File: src/rtl/somador_pkg.sv
// Shared definitions for the mixed-signedness accumulator adder: operation codes
// and output range-bound helpers.
package somador_pkg;

  typedef enum logic [1:0] {
    OP_ADD = 2'b00,
    OP_SUB = 2'b01,
    OP_ACC = 2'b10,
    OP_CLR = 2'b11
  } op_e;

  // Wide enough for the WA+3 exact result at the largest supported WA (32).
  localparam int unsigned BOUND_W = 36;
  typedef logic signed [BOUND_W-1:0] bound_t;

  function automatic bound_t range_max(input int unsigned w, input logic sgn);
    bound_t one;
    one = bound_t'(1);
    return sgn ? (one <<< (w - 1)) - one : (one <<< w) - one;
  endfunction

  function automatic bound_t range_min(input int unsigned w, input logic sgn);
    bound_t one;
    one = bound_t'(1);
    return sgn ? -(one <<< (w - 1)) : '0;
  endfunction

endpackage

File: src/rtl/estende_sinal.sv
// Operand width extension: sign-extends when sgn=1, zero-extends otherwise.
module estende_sinal #(
  parameter int unsigned WI = 4,
  parameter int unsigned WO = 8
) (
  input  logic [WI-1:0] din,
  input  logic          sgn,
  output logic [WO-1:0] dout
);

  always_comb begin
    if (sgn) dout = {{(WO - WI){din[WI-1]}}, din};
    else     dout = {{(WO - WI){1'b0}}, din};
  end

endmodule

File: src/rtl/somador_misto_acc.sv
// Mixed-signedness adder/subtractor/accumulator with a one-deep valid/ready output register.
// Optional saturation on overflow is enabled by defining SOMADOR_SATURATE_EN.
module somador_misto_acc
  import somador_pkg::*;
#(
  parameter int unsigned WA = 8,
  parameter int unsigned WB = 4
) (
  input  logic          clk,
  input  logic          rst,
  input  logic          in_valid,
  output logic          in_ready,
  input  logic [WA-1:0] op_a,
  input  logic          a_signed,
  input  logic [WB-1:0] op_b,
  input  logic          b_signed,
  input  logic [1:0]    codigo,
  output logic          out_valid,
  input  logic          out_ready,
  output logic [WA-1:0] resultado,
  output logic          overflow
);

  localparam int unsigned EW = WA + 3;

  logic [EW-1:0] ext_a_raw, ext_b_raw;
  logic signed [EW-1:0] ext_a, ext_b, ext_acc, exact;
  logic [WA-1:0] acc;
  logic [WA-1:0] res_next;
  logic          ovf_next;
  logic          out_signed;
  logic          accept;
  op_e           op;
  bound_t        exact_w, hi_w, lo_w;
  logic          above, below;

  estende_sinal #(.WI(WA), .WO(EW)) u_ext_a (
    .din  (op_a),
    .sgn  (a_signed),
    .dout (ext_a_raw)
  );

  estende_sinal #(.WI(WB), .WO(EW)) u_ext_b (
    .din  (op_b),
    .sgn  (b_signed),
    .dout (ext_b_raw)
  );

  assign ext_a      = ext_a_raw;
  assign ext_b      = ext_b_raw;
  assign out_signed = a_signed || b_signed;
  assign op         = op_e'(codigo);
  assign in_ready   = !out_valid || out_ready;
  assign accept     = in_valid && in_ready;

  // The stored accumulator is reinterpreted under the current request's output signedness.
  always_comb begin
    if (out_signed) ext_acc = {{(EW - WA){acc[WA-1]}}, acc};
    else            ext_acc = {{(EW - WA){1'b0}}, acc};
  end

  always_comb begin
    exact = '0;
    case (op)
      OP_ADD:  exact = ext_a + ext_b;
      OP_SUB:  exact = ext_a - ext_b;
      OP_ACC:  exact = ext_acc + ext_a + ext_b;
      default: exact = '0;
    endcase
  end

  always_comb begin
    exact_w  = bound_t'(exact);
    hi_w     = range_max(WA, out_signed);
    lo_w     = range_min(WA, out_signed);
    above    = exact_w > hi_w;
    below    = exact_w < lo_w;
    ovf_next = above || below;
`ifdef SOMADOR_SATURATE_EN
    if (above)      res_next = hi_w[WA-1:0];
    else if (below) res_next = lo_w[WA-1:0];
    else            res_next = exact[WA-1:0];
`else
    res_next = exact[WA-1:0];
`endif
  end

  always_ff @(posedge clk or posedge rst) begin
    if (rst) begin
      out_valid <= 1'b0;
      resultado <= '0;
      overflow  <= 1'b0;
      acc       <= '0;
    end else begin
      if (accept) begin
        out_valid <= 1'b1;
        resultado <= res_next;
        overflow  <= ovf_next;
        if (op == OP_ACC)      acc <= res_next;
        else if (op == OP_CLR) acc <= '0;
      end else if (out_ready) begin
        out_valid <= 1'b0;
      end
    end
  end

endmodule
File: config.mk
export PLATFORM = sky130hd
export DESIGN_NAME = somador_misto_acc
export DESIGN_NICKNAME = d
export VERILOG_FILES = /design/src/rtl/somador_pkg.sv /design/src/rtl/estende_sinal.sv /design/src/rtl/somador_misto_acc.sv
export SDC_FILE = /design/constraint.sdc
export NUM_CORES = 1
export LEC_CHECK = 0
export BUFFER_PORTS_ARGS = -buffer_cell sky130_fd_sc_hd__buf_2
export CAP_MARGIN = 20
export CELL_PAD_IN_SITES_DETAIL_PLACEMENT = 0
export CELL_PAD_IN_SITES_GLOBAL_PLACEMENT = 1
export CORE_MARGIN = 2
export CORE_UTILIZATION = 45
export CTS_BUF_LIST = sky130_fd_sc_hd__clkbuf_4 sky130_fd_sc_hd__clkbuf_8
export CTS_CLUSTER_SIZE = 8
export DETAILED_ROUTE_END_ITERATION = 16
export PLACE_DENSITY = 0.94
export SKIP_CTS_REPAIR_TIMING = 1
export SLEW_MARGIN = 20
export SYNTH_ARGS = -nofsm -noshare
export SYNTH_HDL_FRONTEND = slang
export SYNTH_SLANG_ARGS = --single-unit
File: constraint.sdc
create_clock -name clk -period 3.9 [get_ports clk]
set_input_delay 0.78 -clock clk [delete_from_list [all_inputs] [get_ports clk]]
set_output_delay 0.78 -clock clk [all_outputs]
set_load 0.03 [all_outputs]
## Word-level counts from Yosys, hierarchy flattened

Cells that the tools add are included.

- Add/subtract/negate cells: 4
- $lt $le $gt $ge: 2
- Eq/ne operators: 3
- Multiplexer cells: 10
- Reduce and logical (&&, ||, !) cells: 9

Operator list:

| cell | number |
|---|---|
| 11-bit by 36-bit < comparator with 1-bit output | 1 |
| 36-bit 2-to-1 mux | 1 |
| 11-bit adder | 3 |
| 11-bit 2-to-1 mux | 3 |
| 11-bit case mux with 3 select lines | 1 |
| 8-bit 2-to-1 mux | 3 |
| 11-bit by 9-bit > comparator with 1-bit output | 1 |
| 11-bit subtractor | 1 |
| 2-bit equality test (second input constant) | 2 |
| 2-bit nonzero test | 2 |
| 1-bit logical OR | 3 |
| 2-bit by 1-bit equality test with 1-bit output (second input constant) | 1 |
| 2-bit logical NOT | 1 |
| 1-bit 2-to-1 mux | 2 |
| 2-bit AND reduction | 1 |
| 1-bit logical AND | 1 |
| 1-bit logical NOT | 1 |

- Flip-flop bits (word level): 18
- Input bits: 20
- Word-level logic and storage cells: 32
- Output and inout bits: 11

## Depth between registers and ports, before layout

- Depth after elaboration: 7
- Mapped depth: 21
- Gate-level depth less buffers: 21

## By module

A second synthesis with hierarchy kept.

- Cell total of the unflattened synthesis: 282
- Area total of the unflattened synthesis: 2,481.1 µm²

Modules (own cells, without submodules):

| module | seq. area each (µm²) | area each (µm²) | times used | cells an instance |
|---|---|---|---|---|
| somador_misto_acc | 450.4 | 2,318.5 | 1 | 260 |
| estende_sinal | 0.0 | 81.3 | 2 | 11 |

## Least setup slack after synthesis

Ideal clock, no wire load.

- Kind: input-to-reg
- Start: in op_b[3]
- End: reg overflow
- Data required time: 3.775 ns
- Path buffers: 0
- Library setup time: 0.125 ns
- Stages: 17
- Arrival time: 4.119 ns
- Path slack: -0.344 ns
- Cells stage by stage: and2_1 inv_1 ha_1 nor2_1 nor2_1 ha_1 a21o_1 or4_1 and2_4 o32ai_2 inv_1 ha_1 nor3_1 o21ai_0 o41a_1 nor3_2 a21oi_1

- Cells in the longest elaborated chain, start to end: 5
- Elaborated cells on any way between the ends: 8
- Classes of those cells: add/sub: 3; order compare: 2; mux: 2; reduce/logical: 1

Ends and longest elaborated chain:

| element | line | text |
|---|---|---|
| start: declaration | somador_misto_acc.sv:15 | `input logic [WB-1:0] op_b,` |
| 11-bit 2-to-1 mux * | estende_sinal.sv:12 | `if (sgn) dout = {{(WO - WI){din[WI-1]}}, din};` |
| 11-bit adder, or another cell as far along | somador_misto_acc.sv:67 | `OP_ACC: exact = ext_acc + ext_a + ext_b;` |
| 11-bit case mux with 3 select lines * | somador_misto_acc.sv:64 | `case (op)` |
| via exact[7] | somador_misto_acc.sv:27 | `logic signed [EW-1:0] ext_a, ext_b, ext_acc, exact;` |
| 11-bit by 36-bit < comparator with 1-bit output or 11-bit by 9-bit > comparator with 1-bit output (tied branches) | somador_misto_acc.sv:77, somador_misto_acc.sv:76 |  |
| 1-bit logical OR * | somador_misto_acc.sv:78 | `ovf_next = above \|\| below;` |
| end signal: assignment | somador_misto_acc.sv:98 | `overflow <= ovf_next;` |
| end: declaration | somador_misto_acc.sv:21 | `output logic overflow` |

Mark *: on every way through the listed nets, which the timed path passes. The rest lies on a longest branch.
A chain may end at the register's enable or synchronous reset.

## Worst setup path in the final report

- Start: in op_a[1]
- End: reg overflow

- Cells in the longest elaborated chain, start to end: 6
- Elaborated cells on any way between the ends: 9
- Classes of those cells: add/sub: 4; order compare: 2; mux: 2; reduce/logical: 1

Ends and longest elaborated chain:

| element | line | text |
|---|---|---|
| start: declaration | somador_misto_acc.sv:13 | `input logic [WA-1:0] op_a,` |
| 11-bit 2-to-1 mux * | estende_sinal.sv:12 |  |
| 11-bit adder (2 in a row) | somador_misto_acc.sv:67 |  |
| 11-bit case mux with 3 select lines * | somador_misto_acc.sv:64 |  |
| via exact[7] | somador_misto_acc.sv:27 |  |
| 11-bit by 36-bit < comparator with 1-bit output or 11-bit by 9-bit > comparator with 1-bit output (tied branches) | somador_misto_acc.sv:77, somador_misto_acc.sv:76 |  |
| 1-bit logical OR * | somador_misto_acc.sv:78 |  |

Marked as above.

==> impl_results.md <==
- Status: complete, no violations
- Worst Setup SP: op_a[1]
- Primary FF master, synth: dfrtp_1
- Tcrit/Tclk final: 0.9736
- Worst setup slack after layout: 0.1031 ns
- Total CTS buffers: 3
- Synthesis-stage register bit count: 18
- Routed wire per std cell: 17.36 um
- Worst VDD drop: 0.0003908 V
- Vias: 2,263
- Ports: 31
- Seq/Total Area, Yosys: 0.2098
- Max Fclk: 263.4 MHz
- Starting Density: 0.4607
- Clock group share of total power: 0.090
- CP startpoint kind: primary input
- Clk Latency, worst-skew pair: 0.26 ns
- Initial antenna violation count: 0
- Psw: 0.0007666 W
- Clock sinks: 18
- IO Port Bufs: 30
- Top cells by area, synth: dfrtp_1 (21%), ha_1 (15%), fa_1 (10%)
- Total number of H-tree levels: 1
- Vias in the first global route: 2,130
- Fillers: 351
- Reg-to-Reg Start: acc[1]$_DFFE_PP0P_
- Critical path's slowest cell: fa_1
- Global-route wire length before repair: 9.570 mm
- Pre-CTS setup slack: -0.3797 ns
- Post-synth top area share: 0.2098
- Crit Path Max Fanout: 2
- Slew HR: 0.5376
- Reg-to-reg slack, setup: 0.38 ns
- Post-Synthesis Cells: 250
- Die height: 73.08 um
- Area Growth Syn to Fin: 50.70%
- Worst R2R Path Depth: 17
- Synth Area per Inst: 8.588 sq um
- Max-slew violations: 0
- Total core area: 4661 sq um
- Routability Congestion: 0.9140
- Top delay family on crit path: adder cells
- EDFF count, synth: 0
- Rows: 25
- Leakage power: 1.487 nW
- Area occupied by multi-input gates: 1918 sq um
- Pint: 0.0009765 W
- Final hold violation count: 0
- PwrDens: 538.7 nW/um^2
- DRC Markers: 0
- Setup violators final: 0
- Final ANT Viol Nets: 0
- Crit path arrival time: 3.95 ns
- CP Data Required Time: 4.05 ns
- Utilization after layout: 0.6942
- Post-layout min period: 3.797 ns
- Area leader, netlist: dfrtp_1
- Worst Hold Class: flop to flop
- Routed wire length: 6.893 mm
- Hold Slack: 0.4913 ns
- Setup crit end kind: flop
- DR iter-0 viols: 121
- Worst-Margin Slew: 0.6929 ns
- Min-Delay Endpoint: resultado[6]$_DFFE_PP0P_
- Worst path max stage delay: 0.57 ns
- Final instance area: 3236 sq um
- Clk_skew: 0.005958 ns
- Sequential Power Share: 0.166
- Mapped Area: 2147 sq um
- Hold Path Depth: 2
- Gr usage total: 0.2304
- Combinational Power Share: 0.744
- Clock root buffer: clkbuf_8
- N_diodes: 0
- RSZ-0062 raised after global routing: true
- Max clock buf depth: 2
- Total gr overflow: 0
- Hold Crit Start: resultado[6]$_DFFE_PP0P_
- Synth Warn #: 0
- Switching Share: 0.4398
- Setup CP Type: primary input to flop
- Ratio of cells with drive above 1 in the final layout: 0.4577
- Post-DP HPWL: 4.743 mm
- Post-synth cell types: 50
- Storage element area: 450.4 sq um
- Via density: 5.700
- CP Cell Sequence: buf_2 > fa_1 > ha_2 > inv_1 > fa_2 > nor2b_4 > o2111ai_2 > nand2_1 > nor2_2 > xor2_2 > o32ai_4 > inv_2 > ha_4 > nor3_4 > o21ai_1 > o41a_1 > nor3_2 > a21oi_1
- Reg clk slew, reported paths: 0.07 ns
- Area post-placement: 2780 sq um
- Mapped Nets: 307
- First-pass iteration count of the detailed router: 4
- Asr flop ratio synth: 1.000
- Die X: 73.08 um
- # nets final: 401
- Die area: 5340 sq um
- R2r endpoint: overflow$_DFFE_PP0P_
- Max Cap Viol: 0
- Largest net degree at the start of global routing: 23
- CTS tree: built
- CP Buf/Inv Count: 3
metrics by stage:
stage / std cells / TNS (ns) / power, W
after floorplan: 250 / -0.09558 / 0.0008770
after global placement: 385 / -0.2935 / 0.001218
after detailed placement: 385 / -0.3797 / 0.001240
after CTS: 389 / -0.1026 / 0.001404
after global routing: 397 / -0.08538 / 0.001856
final: 397 / 0 / 0.001743
layout by cell type, fill, tap and decap left out, types with 4 or more instances in the layout:
| master | n |
|---|---|
| buf_4 | 61 |
| nor3_1 | 8 |
| o21ai_2 | 7 |
| mux2_2 | 4 |
| nand2b_1 | 5 |
| o31ai_1 | 4 |
| buf_6 | 7 |
| dfrtp_1 | 18 |
| inv_1 | 13 |
| nand2_1 | 19 |
| buf_2 | 24 |
| and2_1 | 4 |
| ha_1 | 17 |
| fa_1 | 9 |
| o21ai_0 | 13 |
| ha_4 | 8 |
| xnor2_1 | 8 |
| clkbuf_8 | 4 |
| o21ai_1 | 4 |
| nor2_2 | 4 |
| nor2_1 | 20 |
| o21a_1 | 4 |
| a21oi_1 | 8 |
power groups by stage:
stage	logic, W	registers [W]	clock network, W
floorplan	0.000532	0.000345	0
global placement	0.000928	0.000289	0
detailed placement	0.000949	0.000291	0
CTS	0.000958	0.000289	0.000157
global route	0.00140	0.000295	0.000165
finish	0.00130	0.000289	0.000157
worst reg2reg max path, stage by stage, from the launching register on:
cell       delay [ns]
dfrtp_1          0.41
fa_1             0.53
ha_2             0.20
inv_1            0.06
fa_2             0.36
nor2b_4          0.14
o2111ai_2        0.14
nand2_1          0.11
nor2_2           0.06
xor2_2           0.25
o32ai_4          0.13
inv_2            0.09
ha_4             0.20
nor3_4           0.09
o21ai_1          0.08
o41a_1           0.39
nor3_2           0.12
a21oi_1          0.08
registers in the layout (all words and copies together) (netlist names):
| register | cells |
|---|---|
| acc | 8 |
| out_valid | 1 |
| overflow | 1 |
| resultado | 8 |
how the worst max path moves through the flow:
stage / to / depth (start not counted)
after detailed placement: overflow$_DFFE_PP0P_ / 19
after global routing: overflow$_DFFE_PP0P_ / 18
after floorplan: overflow$_DFFE_PP0P_ / 17
final: overflow$_DFFE_PP0P_ / 18
after global placement: overflow$_DFFE_PP0P_ / 19
after CTS: overflow$_DFFE_PP0P_ / 19
Yosys cell counts, types with 2 or more instances:
cell type	instances
nor4_1	2
clkbuf_1	2
or3_1	2
nor2_1	24
o21ai_1	4
nor3_2	2
a31oi_1	3
or4_1	2
o21bai_1	2
dfrtp_1	18
nor3_1	11
nand2_1	19
nor2b_1	5
ha_1	26
o31ai_1	4
a21o_1	2
and2_1	5
xor2_1	2
nor3b_1	2
or2_2	3
inv_1	16
nand3_1	3
fa_1	11
mux2i_1	3
a211oi_1	3
o21ai_0	21
a21oi_1	9
buf_2	3
o21a_1	4
nand2b_1	6
mux2_2	5
xnor2_1	8
per-layer routing:
metal  wire [um]  vias up  global-route usage
met5           0        -                   0
met4         210        0             0.06173
met3         262       18            0.008287
met2        3447       74              0.3924
met1        2973     1085              0.3206
li1            -     1086                   -
kinds of logic (layout without fill, tap and decap cells):
group,count (synthesis),in the layout,share of synthesized area
buffers and inverters,21,114,0.03846
AO/OA/AOI/OAI,65,65,0.1999
multiplexers,8,8,0.04021
flip-flops,18,18,0.2098
XOR/XNOR,10,10,0.04080
adder cells (fa/ha/maj),37,37,0.2541
AND/OR/NAND/NOR,91,91,0.2168
layout make-up:
class | count | share of cell area
Sequential cell | 18 | 0.1392
Timing Repair Buffer | 94 | 0.2100
Inverter | 16 | 0.02011
Multi-Input combinational cell | 211 | 0.5928
Clock buffer | 4 | 0.01701
Tap cell | 54 | 0.02088
Note: power is estimated with default switching activity, not from simulation.
